`config.mk`:
```
export PLATFORM = sky130hd
export DESIGN_NAME = fetch_controller_flat
export DESIGN_NICKNAME = d
export VERILOG_FILES = /design/src/rtl/fetch_pkg.sv /design/src/rtl/fetch_controller_if.sv /design/src/rtl/fetch_slot.sv /design/src/rtl/fetch_controller.sv /design/src/flat_wrapper.sv
export SDC_FILE = /design/constraint.sdc
export NUM_CORES = 1
export LEC_CHECK = 0
export ABC_AREA = 1
export BUFFER_PORTS_ARGS = -buffer_cell sky130_fd_sc_hd__buf_2
export CORE_UTILIZATION = 29
export CTS_CLUSTER_SIZE = 20
export DETAILED_ROUTE_END_ITERATION = 7
export GPL_ROUTABILITY_DRIVEN = 0
export PLACE_DENSITY = 0.58
export SLEW_MARGIN = 20
export SYNTH_ARGS = -nofsm -noshare
export SYNTH_HDL_FRONTEND = slang
export SYNTH_SLANG_ARGS = --single-unit
```
`constraint.sdc`:
```
create_clock -name clk -period 3.3 [get_ports clk]
set_input_delay 0.33 -clock clk [delete_from_list [all_inputs] [get_ports clk]]
set_output_delay 0.33 -clock clk [all_outputs]
set_load 0.02 [all_outputs]
```
`src/rtl/fetch_pkg.sv`:
```
// fetch_controller shared types.
// State encoding and the instruction word size in bytes.
package fetch_pkg;

  typedef enum logic [1:0] {
    IDLE,
    FETCH,
    DRAIN,
    HALT
  } state_t;

  localparam logic [31:0] INSTR_BYTES = 32'd4;

endpackage

```
`src/rtl/fetch_controller_if.sv`:
```
// Memory, redirect and decode-slot signals of fetch_controller.
// master = controller side, slave = memory/decode/branch side.
interface fetch_controller_if;

  logic [31:0] mem_addr;
  logic [31:0] mem_instr;
  logic        redirect_valid;
  logic [31:0] redirect_target;
  logic        out_valid;
  logic [31:0] out_instr;
  logic [31:0] out_pc;
  logic        out_ready;

  modport master (
    output mem_addr,
    input  mem_instr,
    input  redirect_valid,
    input  redirect_target,
    output out_valid,
    output out_instr,
    output out_pc,
    input  out_ready
  );

  modport slave (
    input  mem_addr,
    output mem_instr,
    output redirect_valid,
    output redirect_target,
    input  out_valid,
    input  out_instr,
    input  out_pc,
    output out_ready
  );

endinterface

```
`src/rtl/fetch_slot.sv`:
```
// One-entry instruction slot toward decode.
// Flush beats load; an accepted entry empties unless reloaded.
module fetch_slot (
  input  logic        clk,
  input  logic        reset,
  input  logic        i_load,
  input  logic        i_flush,
  input  logic        i_ready,
  input  logic [31:0] i_instr,
  input  logic [31:0] i_pc,
  output logic        o_valid,
  output logic [31:0] o_instr,
  output logic [31:0] o_pc
);

  logic        r_valid;
  logic [31:0] r_instr;
  logic [31:0] r_pc;

  // slot register: flush, load, drain-on-accept, else hold
  always_ff @(posedge clk or posedge reset) begin
    if (reset) begin
      r_valid <= 1'b0;
      r_instr <= '0;
      r_pc    <= '0;
    end else if (i_flush) begin
      r_valid <= 1'b0;
    end else if (i_load) begin
      r_valid <= 1'b1;
      r_instr <= i_instr;
      r_pc    <= i_pc;
    end else if (i_ready) begin
      r_valid <= 1'b0;
    end
  end

  assign o_valid = r_valid;
  assign o_instr = r_instr;
  assign o_pc    = r_pc;

endmodule

```
`src/rtl/fetch_controller.sv`:
```
// Instruction fetch sequencer: PC, redirect and end-of-image halt.
// Define FETCH_ALIGN_CHECK_EN to treat misaligned targets as errors.
module fetch_controller
  import fetch_pkg::*;
#(
  parameter int          NUM_INSTRUCTIONS = 13,
  parameter logic [31:0] RESET_PC         = 32'd0
) (
  input  logic  clk,
  input  logic  reset,
  input  logic  start,
  fetch_controller_if.master bus,
  output logic  busy,
  output logic  done,
  output logic  error
);

  localparam logic [31:0] LIMIT =
    32'(NUM_INSTRUCTIONS) * INSTR_BYTES;
  localparam logic [31:0] LAST = LIMIT - INSTR_BYTES;

  state_t      r_state;
  state_t      w_state_nxt;
  logic [31:0] r_pc;
  logic [31:0] w_pc_nxt;
  logic        r_done;
  logic        w_done_nxt;
  logic        r_error;
  logic        w_error_nxt;
  logic        w_load;
  logic        w_flush;
  logic        w_slot_free;
  logic        w_active;
  logic        w_bad_tgt;
  logic [31:0] w_tgt;

  assign w_slot_free = !bus.out_valid || bus.out_ready;
  assign w_active    = (r_state == FETCH) ||
                       (r_state == DRAIN);

`ifdef FETCH_ALIGN_CHECK_EN
  assign w_tgt     = bus.redirect_target;
  assign w_bad_tgt = (bus.redirect_target >= LIMIT) ||
                     (bus.redirect_target[1:0] != 2'b00);
`else
  assign w_tgt     = {bus.redirect_target[31:2], 2'b00};
  assign w_bad_tgt = bus.redirect_target >= LIMIT;
`endif

  // state, PC and sticky status registers
  always_ff @(posedge clk or posedge reset) begin
    if (reset) begin
      r_state <= IDLE;
      r_pc    <= RESET_PC;
      r_done  <= 1'b0;
      r_error <= 1'b0;
    end else begin
      r_state <= w_state_nxt;
      r_pc    <= w_pc_nxt;
      r_done  <= w_done_nxt;
      r_error <= w_error_nxt;
    end
  end

  // next state; a redirect outranks fetch and drain
  always_comb begin
    w_state_nxt = r_state;
    w_pc_nxt    = r_pc;
    w_done_nxt  = r_done;
    w_error_nxt = r_error;
    w_load      = 1'b0;
    w_flush     = 1'b0;
    if (w_active && bus.redirect_valid) begin
      w_flush = 1'b1;
      if (w_bad_tgt) begin
        w_error_nxt = 1'b1;
        w_state_nxt = HALT;
      end else begin
        w_pc_nxt    = w_tgt;
        w_state_nxt = FETCH;
      end
    end else begin
      unique case (r_state)
        IDLE: begin
          if (start) w_state_nxt = FETCH;
        end
        FETCH: begin
          if (w_slot_free) begin
            w_load = 1'b1;
            if (r_pc == LAST) w_state_nxt = DRAIN;
            else w_pc_nxt = r_pc + INSTR_BYTES;
          end
        end
        DRAIN: begin
          if (w_slot_free) begin
            w_flush     = 1'b1;
            w_done_nxt  = 1'b1;
            w_state_nxt = HALT;
          end
        end
        HALT: begin
          w_state_nxt = HALT;
        end
        default: begin
          w_state_nxt = IDLE;
        end
      endcase
    end
  end

  fetch_slot u_slot (
    .clk     (clk),
    .reset   (reset),
    .i_load  (w_load),
    .i_flush (w_flush),
    .i_ready (bus.out_ready),
    .i_instr (bus.mem_instr),
    .i_pc    (r_pc),
    .o_valid (bus.out_valid),
    .o_instr (bus.out_instr),
    .o_pc    (bus.out_pc)
  );

  assign bus.mem_addr = r_pc;
  assign busy         = w_active;
  assign done         = r_done;
  assign error        = r_error;

endmodule

```
`src/flat_wrapper.sv`:
```
// flat-port wrapper written by rule: the top's interface ports become plain ports
module fetch_controller_flat import fetch_pkg::*;
#(
  parameter int          NUM_INSTRUCTIONS = 13,
  parameter logic [31:0] RESET_PC         = 32'd0
)
  (clk, reset, start, busy, done, error, bus_mem_addr, bus_mem_instr, bus_redirect_valid, bus_redirect_target, bus_out_valid, bus_out_instr, bus_out_pc, bus_out_ready);
  fetch_controller_if bus_i ();
  input  logic clk;
  input  logic reset;
  input  logic start;
  output logic busy;
  output logic done;
  output logic error;
  output wire logic [$bits(bus_i.mem_addr)-1:0] bus_mem_addr;
  input wire logic [$bits(bus_i.mem_instr)-1:0] bus_mem_instr;
  input wire logic [$bits(bus_i.redirect_valid)-1:0] bus_redirect_valid;
  input wire logic [$bits(bus_i.redirect_target)-1:0] bus_redirect_target;
  output wire logic [$bits(bus_i.out_valid)-1:0] bus_out_valid;
  output wire logic [$bits(bus_i.out_instr)-1:0] bus_out_instr;
  output wire logic [$bits(bus_i.out_pc)-1:0] bus_out_pc;
  input wire logic [$bits(bus_i.out_ready)-1:0] bus_out_ready;
  assign bus_mem_addr = bus_i.mem_addr;
  assign bus_i.mem_instr = bus_mem_instr;
  assign bus_i.redirect_valid = bus_redirect_valid;
  assign bus_i.redirect_target = bus_redirect_target;
  assign bus_out_valid = bus_i.out_valid;
  assign bus_out_instr = bus_i.out_instr;
  assign bus_out_pc = bus_i.out_pc;
  assign bus_i.out_ready = bus_out_ready;
  fetch_controller #(.NUM_INSTRUCTIONS(NUM_INSTRUCTIONS), .RESET_PC(RESET_PC)) u_core (.clk(clk), .reset(reset), .start(start), .bus(bus_i), .busy(busy), .done(done), .error(error));
endmodule
```
==> results.py, run 1 <==
metrics = {
    "clocking": {
        "clock_sinks": 97,
        "cts-root-buf": "clkbuf_16",
        "cts.repair.resized": 0,
        "cts.hold.buffers_added": 0,
        "cts_buffers": 9,
        "clock_latency_ps": 350,
        "post-cts-setup-buffers": 0,
        "cts_max_level": 3,
        "cts_buffer_depth": 2,
        "tritoncts": "built",
        "clkSlewWorstSetupHoldPaths_ps": 70,
    },
    "pwr": {
        "p_leak_nw": 3.45,
        "power.density_nw_per_um2": 988,
        "vdd_drop_max_v": 0.000645,
    },
    "placement": {
        "port_buffers": 162,
        "dp_hpwl_mm": 11.0,
        "dpl.cell_count": 1089,
        "place_area_um2": 6150,
        "pre_cts_ws_ps": 1080,
    },
    "sta": {
        "finalSetupViolCount": 0,
        "tightest_slew_ps": 732,
        "finalCritPeriodShare": 0.679,
        "period_needed_ps": 2240,
        "rsz0062_at_grt": "false",
        "hold_viol_final": 0,
        "finalWorstSetupSlack_ps": 1060,
        "skew_ps": 12.7,
        "final-max-slew-violation-count": 0,
        "max_slew_margin": 0.512,
        "setup-tns-final_ps": 0,
        "fmax_mhz": 446,
    },
    "worst_hold_path": {
        "hold_class": "in2async",
    },
    "die": {
        "design.core.area_um2": 17400,
        "die_h_um": 135,
        "io_pins": 169,
        "die_area_um2": 18300,
        "rows": 48,
        "initial_core_util": 0.297,
        "die_w_um": 135,
    },
    "flow_run": {
        "max_cap_viol_count": 0,
    },
    "global_routing": {
        "grt_max_degree": 59,
        "antenna_found_initial": 1,
        "grt_pass1_wl_mm": 23.3,
        "grt_overflow": 0,
        "grt_pass1_vias": 4432,
        "grt_use_total": 0.165,
    },
    "cells_and_area": {
        "nFillCells": 1922,
        "fin_cells": 1106,
        "drive_above_1_share": 0.235,
        "area_growth_pct": 24.8,
        "fin_util": 0.371,
        "finalInstanceArea_um2": 6440,
        "final_nets": 949,
    },
    "synthesis": {
        "syn_area_um2": 5160,
        "seq_area_frac_synth": 0.470,
        "synth_cells": 717,
        "avgSynthCellArea_um2": 7.20,
        "ys_types": 29,
        "ys_ff_latch": 97,
        "yosysWarnings": 0,
    },
    "worst_setup_path": {
        "rrSetupSlack_ps": 1060,
        "reg2reg_depth": 10,
        "critical_path_class": "reg2reg",
        "rr_endpoint": "u_core.bus.mem_addr[5]",
        "start_kind": "flop",
        "end_kind": "flop",
        "timing.rr.start": "u_core.r_state[0]",
        "cp_max_fo": 33,
        "arrival_ps": 2480,
        "critPathRequiredTime_ps": 3540,
    },
    "detailed_routing": {
        "vias": 4830,
        "dr.pass1.iters": 5,
        "routed_wl_mm": 14.6,
        "antenna_left": 0,
        "drc": 0,
        "post_drt_wl_per_cell_um": 13.2,
        "via_per_inst": 4.37,
        "drt-initial-drc-count": 336,
    },
    "run_status": {
        "outcome": "finished clean",
    },
}
-- worst max path at each step --
| stage | cells past startpoint | slack (ps) | from | endpoint |
|---|---|---|---|---|
| final | 10 | 1060 | u_core.r_state[0] | u_core.bus.mem_addr[5] |
| after global routing | 9 | 840 | u_core.r_state[0] | u_core.bus.mem_addr[21] |
| after CTS | 9 | 1040 | u_core.r_state[0] | u_core.bus.mem_addr[16] |
| after detailed placement | 10 | 1080 | u_core.r_state[0] | u_core.bus.mem_addr[5] |
| after global placement | 10 | 1120 | u_core.r_state[0] | u_core.bus.mem_addr[4] |
| after floorplan | 1 | 440 | reset | u_core.bus.mem_addr[10] |
-- stage by stage --
| step | total power, W | hold WS [ps] |
|---|---|---|
| 2_1_floorplan | 0.00438 | 463 |
| 3_3_place_gp | 0.00535 | 447 |
| 3_5_place_dp | 0.00540 | 459 |
| 4_1_cts | 0.00646 | 130 |
| 5_1_grt | 0.00693 | 169 |
| 6_report | 0.00637 | 98.6 |
-- layout make-up --
type | count | area (um2) | area share
sequential | 97 | 2430 | 0.377
multi-input combinational | 496 | 2190 | 0.340
clock inverter | 4 | 33.8 | 0.00524
tap | 225 | 282 | 0.0437
timing repair buffer | 170 | 871 | 0.135
inverter | 101 | 382 | 0.0592
clock buffer | 12 | 256 | 0.0398
antenna | 1 | 2.50 | 0.000388
-- cells in the final DEF (no fill, tap or decap), types with 2 or more instances in the layout --
cell type,Yosys,final
nand2_1,251,251
buf_2,5,162
inv_1,100,99
dfrtp_1,97,97
nor2_1,77,77
o21ai_1,47,47
nand3_1,40,40
o21ai_0,38,38
o21ai_2,15,15
clkbuf_16,0,9
buf_4,6,8
ha_1,5,5
conb_1,1,4
nand2_2,3,3
nor3_1,2,2
and2_1,2,2
nand4_1,2,2
xor2_1,2,2
clkbuf_8,0,2
-- cell families (layout without fill, tap and decap cells) --
| family | count (synthesis) | after routing | synth area share |
|---|---|---|---|
| flops | 97 | 97 | 0.470 |
| buf+inv | 127 | 287 | 0.108 |
| fa+ha+maj | 5 | 5 | 0.0121 |
| other cells | 1 | 5 | 0.000726 |
| simple gates | 380 | 380 | 0.291 |
| xor+xnor | 2 | 2 | 0.00339 |
| compound gates | 105 | 105 | 0.114 |
-- metal layers --
metal	share of wire	global-route usage	vias up
met4	0.011	0.0556	0
li1	-	-	2527
met5	0	0	-
met3	0.059	0.0322	10
met1	0.48	0.230	2164
met2	0.45	0.256	129
-- power breakdown --
part           leakage (nW)  total, W  switching (W)  internal [W]
clock network         0.145   0.00104       0.000480      0.000562
logic                  2.10   0.00316        0.00214       0.00102
registers              1.21   0.00216       0.000435       0.00173
total                  3.45   0.00637        0.00306       0.00331
-- critical path, cell delays in order, from the launching register on --
cell and delay [ps]:
dfrtp_1 390, inv_1 80, ha_1 310, nand2_2 90, buf_4 360, clkinv_1 150
nand3_1 120, nand2_2 160, buf_4 290, nand2_1 120, o21ai_2 50
-- state kept, by name (all words and copies together), names as in the netlist --
| register | count |
|---|---|
| u_core.done | 1 |
| u_core.error | 1 |
| u_core.u_slot.o_instr | 32 |
| u_core.u_slot.o_valid | 1 |
| u_core.u_slot.o_pc | 30 |
| u_core.bus.mem_addr | 30 |
| u_core.r_state | 2 |
-- cells in the mapped netlist --
library cell  number  share of area
dfrtp_1           97           0.47
nand2_2            3         0.0036
conb_1             1        0.00073
nor2_2             1         0.0012
o31ai_1            1         0.0015
nand3_1           40          0.039
nor2_1            77          0.056
a21oi_1            1        0.00097
nor3_1             2         0.0019
a31oi_1            1         0.0012
nand4_1            2         0.0024
or2_2              1         0.0012
xor2_1             2         0.0034
clkinv_1           1        0.00073
o21ai_0           38          0.037
o21ai_1           47          0.046
inv_1            100          0.073
nand2_1          251           0.18
clkbuf_1           7         0.0051
o22ai_1            1         0.0012
o21bai_1           1         0.0015
buf_4              6         0.0087
or2_1              1         0.0012
buf_1              1        0.00073
buf_2              5         0.0048
o21ai_2           15          0.025
buf_6              7          0.015
ha_1               5          0.012
and2_1             2         0.0024
Note: power is estimated with default switching activity, not from simulation.
==> run 2: changes to the inputs <==
Settings changed: ABC_AREA 1 to 0.
Clock period 3.3 ns to 2.3 ns, I/O delays scaled along.
==> run 2 against run 1 <==
Effect of this change:
- power down 28%
- clock-buffer cell count stayed put
- synthesized cell count decreased by 42%
- routed wire length fell by 9.0%
- critical path depth fell by 3
- design area decreased by 2.7%
- worst setup slack got worse by 930 ps
- global-route usage down 0.43 points
- core utilization up 2.3 points
- via count down 16%
- first-iteration DRC count decreased by 16%
- register-to-register slack worse by 930 ps
==> results.py, run 2 <==
metrics = {
    "run_status": {
        "outcome": "finished clean",
    },
    "cells_and_area": {
        "final_cell_mix": "162 x buf_2, 97 x dfrtp_1, 63 x mux2_2",
        "final_common_cell": "buf_2",
        "drive_above_1_share": 0.476,
        "area.sequential_um2": 2430,
        "fin_cells": 811,
        "num_antenna_cells": 0,
        "final_nets": 664,
        "multi_input_area_um2": 2100,
        "nFillCells": 1606,
        "largest_reg_flops": 32,
        "area_growth_pct": 32.8,
    },
    "clocking": {
        "tritoncts": "built",
        "cts_buffer_depth": 2,
        "cts_buffers": 9,
        "cts.repair.resized": 0,
        "clock_latency_ps": 350,
        "clock_sinks": 97,
        "post-cts-setup-buffers": 0,
        "clkSlewWorstSetupHoldPaths_ps": 70,
        "cts.hold.buffers_added": 0,
        "cts-root-buf": "clkbuf_16",
        "cts_max_level": 3,
    },
    "placement": {
        "dp_hpwl_mm": 9.60,
        "dpl.cell_count": 795,
        "port_buffers": 162,
    },
    "die": {
        "rows": 46,
        "die_w_um": 130,
        "io_pins": 169,
        "design.core.area_um2": 15900,
        "initial_core_util": 0.297,
        "die_h_um": 130,
        "die_area_um2": 16800,
    },
    "detailed_routing": {
        "antenna_left": 0,
        "drc": 0,
        "routed_wl_mm": 13.3,
        "dr.pass1.iters": 4,
        "drt-initial-drc-count": 282,
        "via_per_inst": 5.01,
        "vias": 4067,
        "post_drt_wl_per_cell_um": 16.4,
    },
    "synthesis": {
        "async_flop_share": 1.00,
        "synth_top_cells_by_area": "dfrtp_1 51%, mux2_2 15%, a21oi_1 3.7%, o22a_1 3.7%, a31oi_1 2.3%",
        "synth_top_area_cell": "dfrtp_1",
        "yosysWarnings": 0,
        "synth_ff_type": "dfrtp_1",
        "synth_cells": 416,
        "ys_types": 42,
        "synth_edf_count": 0,
        "syn_area_um2": 4720,
        "avgSynthCellArea_um2": 11.4,
        "yosys-top-cells-count": "97 x dfrtp_1, 63 x mux2_2, 35 x a21oi_1",
        "seq_area_frac_synth": 0.514,
        "synth_top_area_share": 0.514,
        "ys_ff_latch": 97,
        "synth.most_common_cell": "dfrtp_1",
    },
    "global_routing": {
        "antenna_found_initial": 0,
        "grt_overflow": 0,
        "grt_max_degree": 98,
        "grt_use_total": 0.161,
        "grt_pass1_wl_mm": 20.8,
        "grt_pass1_vias": 3988,
    },
    "worst_setup_path": {
        "crit_family": "simple AND/OR/NAND/NOR gates",
        "startpoint": "u_core.r_state[1]",
        "critical_path_class": "reg2reg",
        "slowest_delay_ps": 520,
        "rrSetupSlack_ps": 130,
        "slowest_stage": "or3_1",
        "critPathRequiredTime_ps": 2530,
        "reg2reg_depth": 7,
        "rr_endpoint": "u_core.bus.mem_addr[13]",
        "arrival_ps": 2400,
        "timing.rr.start": "u_core.r_state[1]",
        "cp_max_fo": 14,
        "cp_num_buf_inv": 2,
        "path_common_cell": "nand2_1",
        "end_kind": "flop",
        "start_kind": "flop",
        "crit_chain": "inv_1, ha_1, nand2_1, or3_1, buf_4, nand2_1, o2bb2a_1",
    },
    "sta": {
        "period_needed_ps": 2170,
        "fin_hold_ws_ps": 35.9,
        "hold_viol_final": 0,
        "tightest_slew_ps": 521,
        "finalSetupViolCount": 0,
        "final-max-slew-violation-count": 0,
        "setup-tns-final_ps": 0,
        "fmax_mhz": 461,
        "finalCritPeriodShare": 0.943,
        "skew_ps": 12.2,
        "rsz0062_at_grt": "false",
        "max_slew_margin": 0.652,
    },
    "pwr": {
        "p_leak_nw": 3.15,
        "power.density_nw_per_um2": 732,
        "total_power_w": 0.00459,
        "vdd_drop_max_v": 0.000343,
    },
    "flow_run": {
        "max_cap_viol_count": 0,
    },
    "worst_hold_path": {
        "hold_class": "in2async",
    },
}
[run 2: worst min-delay path, delay by kind of cell]
| family | cells | cell delay [ps] |
|---|---|---|
| buffers and inverters | 3 | 600 |
[run 2: logic make-up (layout without fill, tap and decap cells)]
kind of cell | count (synthesis) | in the layout | share of synthesized area
flops | 97 | 97 | 0.514
simple gates | 85 | 85 | 0.100
mux | 65 | 65 | 0.154
compound gates | 114 | 114 | 0.168
other cells | 1 | 4 | 0.000794
buf+inv | 49 | 225 | 0.0490
fa+ha+maj | 5 | 5 | 0.0132
[run 2: worst max-delay path by stage]
stage	endpoint	slack, ps	depth (start not counted)
4_1_cts	u_core.bus.mem_addr[14]	140	7
3_5_place_dp	u_core.bus.mem_addr[13]	40	8
5_1_grt	u_core.bus.mem_addr[10]	20	7
6_report	u_core.bus.mem_addr[13]	130	7
3_3_place_gp	u_core.bus.mem_addr[13]	20	8
2_1_floorplan	u_core.u_slot.o_instr[0]	150	7
[run 2: report_power, final]
part / internal, W / leakage [nW] / switching (W)
Sequential: 0.00190 / 1.30 / 0.000127
Clock: 0.000986 / 0.153 / 0.000657
Combinational: 0.000383 / 1.69 / 0.000541
Total: 0.00327 / 3.15 / 0.00132
[run 2: stage by stage]
stage          instance area, um2  utilization  setup WS (ps)
6_report                     6270        0.395            132
5_1_grt                      6270        0.395           17.1
4_1_cts                      6250        0.394            136
3_5_place_dp                 5930        0.373           37.0
3_3_place_gp                 5930        0.373           17.0
2_1_floorplan                4740            -            145
[run 2: routing by layer]
layer	up-vias	routed length, um	GRT usage
met4	0	200	0.0643
li1	1902	-	-
met2	139	6370	0.258
met3	13	746	0.0330
met5	-	0	0
met1	2013	5940	0.213
[run 2: cell type report]
cell class / count / area share
flip-flops and latches: 97 / 0.387
multi-input cells: 273 / 0.334
repair buffers: 198 / 0.177
well taps: 216 / 0.0431
clock buffers: 12 / 0.0393
clock inverters: 4 / 0.0122
inverters: 11 / 0.00718
==> run 3: changes to the inputs <==
Settings changed: CORE_UTILIZATION 29 to 50, PLACE_DENSITY 0.58 to 0.87.
==> run 3 against run 2 <==
Effect of this change:
- the flow now finishes with violations (negative hold slack)
- worst setup slack gained 5.8 ps
- flip-flop and latch count is the same
- non-clock buffer count shrank 9
- clock power shrank 37%
- largest cell class unchanged
- highest routed layer unchanged
==> results.py, run 3 (same netlist as run 2, synthesis figures left out) <==
metrics = {
    "sta": {
        "tightest_slew_ps": 504,
        "skew_ps": 13.1,
        "finalWorstSetupSlack_ps": 138,
        "rsz0062_at_grt": "false",
        "fmax_mhz": 462,
        "max_slew_margin": 0.664,
        "setup-tns-final_ps": 0,
        "finalSetupViolCount": 0,
        "hold_viol_final": 12,
        "period_needed_ps": 2160,
        "final-max-slew-violation-count": 0,
        "fin_hold_ws_ps": -9.75,
        "finalCritPeriodShare": 0.940,
    },
    "detailed_routing": {
        "drt-initial-drc-count": 265,
        "antenna_left": 0,
        "via_per_inst": 6.04,
        "drc": 0,
        "vias": 4205,
        "routed_wl_mm": 12.5,
        "post_drt_wl_per_cell_um": 17.9,
        "dr.pass1.iters": 5,
    },
    "cells_and_area": {
        "final_common_cell": "buf_2",
        "multi_input_area_um2": 2100,
        "final_nets": 655,
        "area.sequential_um2": 2430,
        "area_growth_pct": 26.2,
        "num_antenna_cells": 0,
        "final_cell_mix": "162 x buf_2, 97 x dfrtp_1, 63 x mux2_2",
        "largest_reg_flops": 32,
        "nFillCells": 730,
        "drive_above_1_share": 0.474,
        "finalInstanceArea_um2": 5960,
    },
    "global_routing": {
        "grt_overflow": 0,
        "antenna_found_initial": 0,
        "grt_pass1_vias": 4031,
        "grt_pass1_wl_mm": 20.2,
        "grt_max_degree": 98,
        "grt_use_total": 0.260,
    },
    "clocking": {
        "cts-root-buf": "clkbuf_8",
        "clkSlewWorstSetupHoldPaths_ps": 110,
        "cts_max_level": 3,
        "clock_latency_ps": 370,
        "cts_buffers": 9,
        "post-cts-setup-buffers": 0,
        "cts_buffer_depth": 2,
        "tritoncts": "built",
        "clock_sinks": 97,
    },
    "pwr": {
        "vdd_drop_max_v": 0.000315,
        "power.density_nw_per_um2": 665,
        "total_power_w": 0.00397,
        "p_leak_nw": 3.05,
    },
    "die": {
        "rows": 35,
        "design.core.area_um2": 9200,
        "initial_core_util": 0.513,
        "io_pins": 169,
        "die_w_um": 99.2,
        "die_h_um": 99.2,
        "die_area_um2": 9840,
    },
    "placement": {
        "place_area_um2": 5770,
        "pre_cts_ws_ps": 87.8,
        "port_buffers": 162,
        "dp_hpwl_mm": 8.72,
    },
    "worst_setup_path": {
        "rr_endpoint": "u_core.bus.mem_addr[13]",
        "slowest_stage": "or3_1",
        "arrival_ps": 2410,
        "cp_max_fo": 15,
        "start_kind": "flop",
        "critical_path_class": "reg2reg",
        "timing.rr.start": "u_core.r_state[1]",
        "rrSetupSlack_ps": 140,
        "slowest_delay_ps": 510,
        "reg2reg_depth": 7,
        "startpoint": "u_core.r_state[1]",
        "end_kind": "flop",
        "crit_end": "u_core.bus.mem_addr[13]",
        "critPathRequiredTime_ps": 2550,
        "crit_chain": "inv_1, ha_1, nand2_2, or3_1, buf_4, nand2_1, o2bb2a_1",
    },
    "run_status": {
        "violations": "negative hold slack",
        "outcome": "finished, violations left",
    },
    "flow_run": {
        "max_cap_viol_count": 0,
    },
    "worst_hold_path": {
        "hold_class": "in2async",
    },
}
==> run 3: how the worst min path moves through the flow <==
| stage | start | to | slack [ps] | cells past startpoint |
|---|---|---|---|---|
| final | reset | u_core.u_slot.o_instr[13] | -10 | 3 |
| after CTS | reset | u_core.u_slot.o_instr[14] | 10 | 3 |
| after floorplan | bus_mem_instr[19] | u_core.u_slot.o_instr[19] | 380 | 1 |
| after global placement | reset | u_core.u_slot.o_instr[14] | 410 | 3 |
| after global routing | reset | u_core.u_slot.o_instr[17] | 20 | 3 |
| after detailed placement | reset | u_core.u_slot.o_instr[14] | 420 | 3 |
==> run 3: stage by stage <==
step                instances  utilization
floorplan                 419            -
global placement          681        0.627
detailed placement        681        0.627
CTS                       696        0.646
global route              696        0.648
finish                    696        0.648
==> run 3: final cells by class <==
class,instances,area share
sequential,97,0.407
multi-input combinational,273,0.352
timing repair buffer,189,0.181
tap,111,0.0233
clock buffer,9,0.0208
clock inverter,6,0.00819
inverter,11,0.00756
==> run 3: what timing repair did <==
action | in CTS | in global routing
endpoints found under the hold margin | 0 | 0
hold buffers | 0 | 0
resized for setup | 0 | 4
endpoints found under the setup margin | 0 | 25
==> run 3: per-layer routing <==
metal  share of wire  track usage  up-vias  wire, um
li1                -            -     1880         -
met1            0.40        0.339     2047      4990
met2            0.51        0.433      236      6320
met3           0.065       0.0387       42       810
met4           0.030        0.115        0       370
met5               0            0        -         0
==> run 3: power breakdown <==
part / internal [W] / leakage, nW / switching (W)
clock network: 0.000401 / 0.0840 / 0.000635
registers: 0.00189 / 1.30 / 0.000151
logic: 0.000363 / 1.67 / 0.000520
==> run 3: critical path: cells and delay by family (launching register included) <==
kind | cells | cell delay, ps
compound gates | 1 | 230
buf+inv | 2 | 320
fa+ha+maj | 1 | 360
simple gates | 3 | 760
flops | 1 | 370
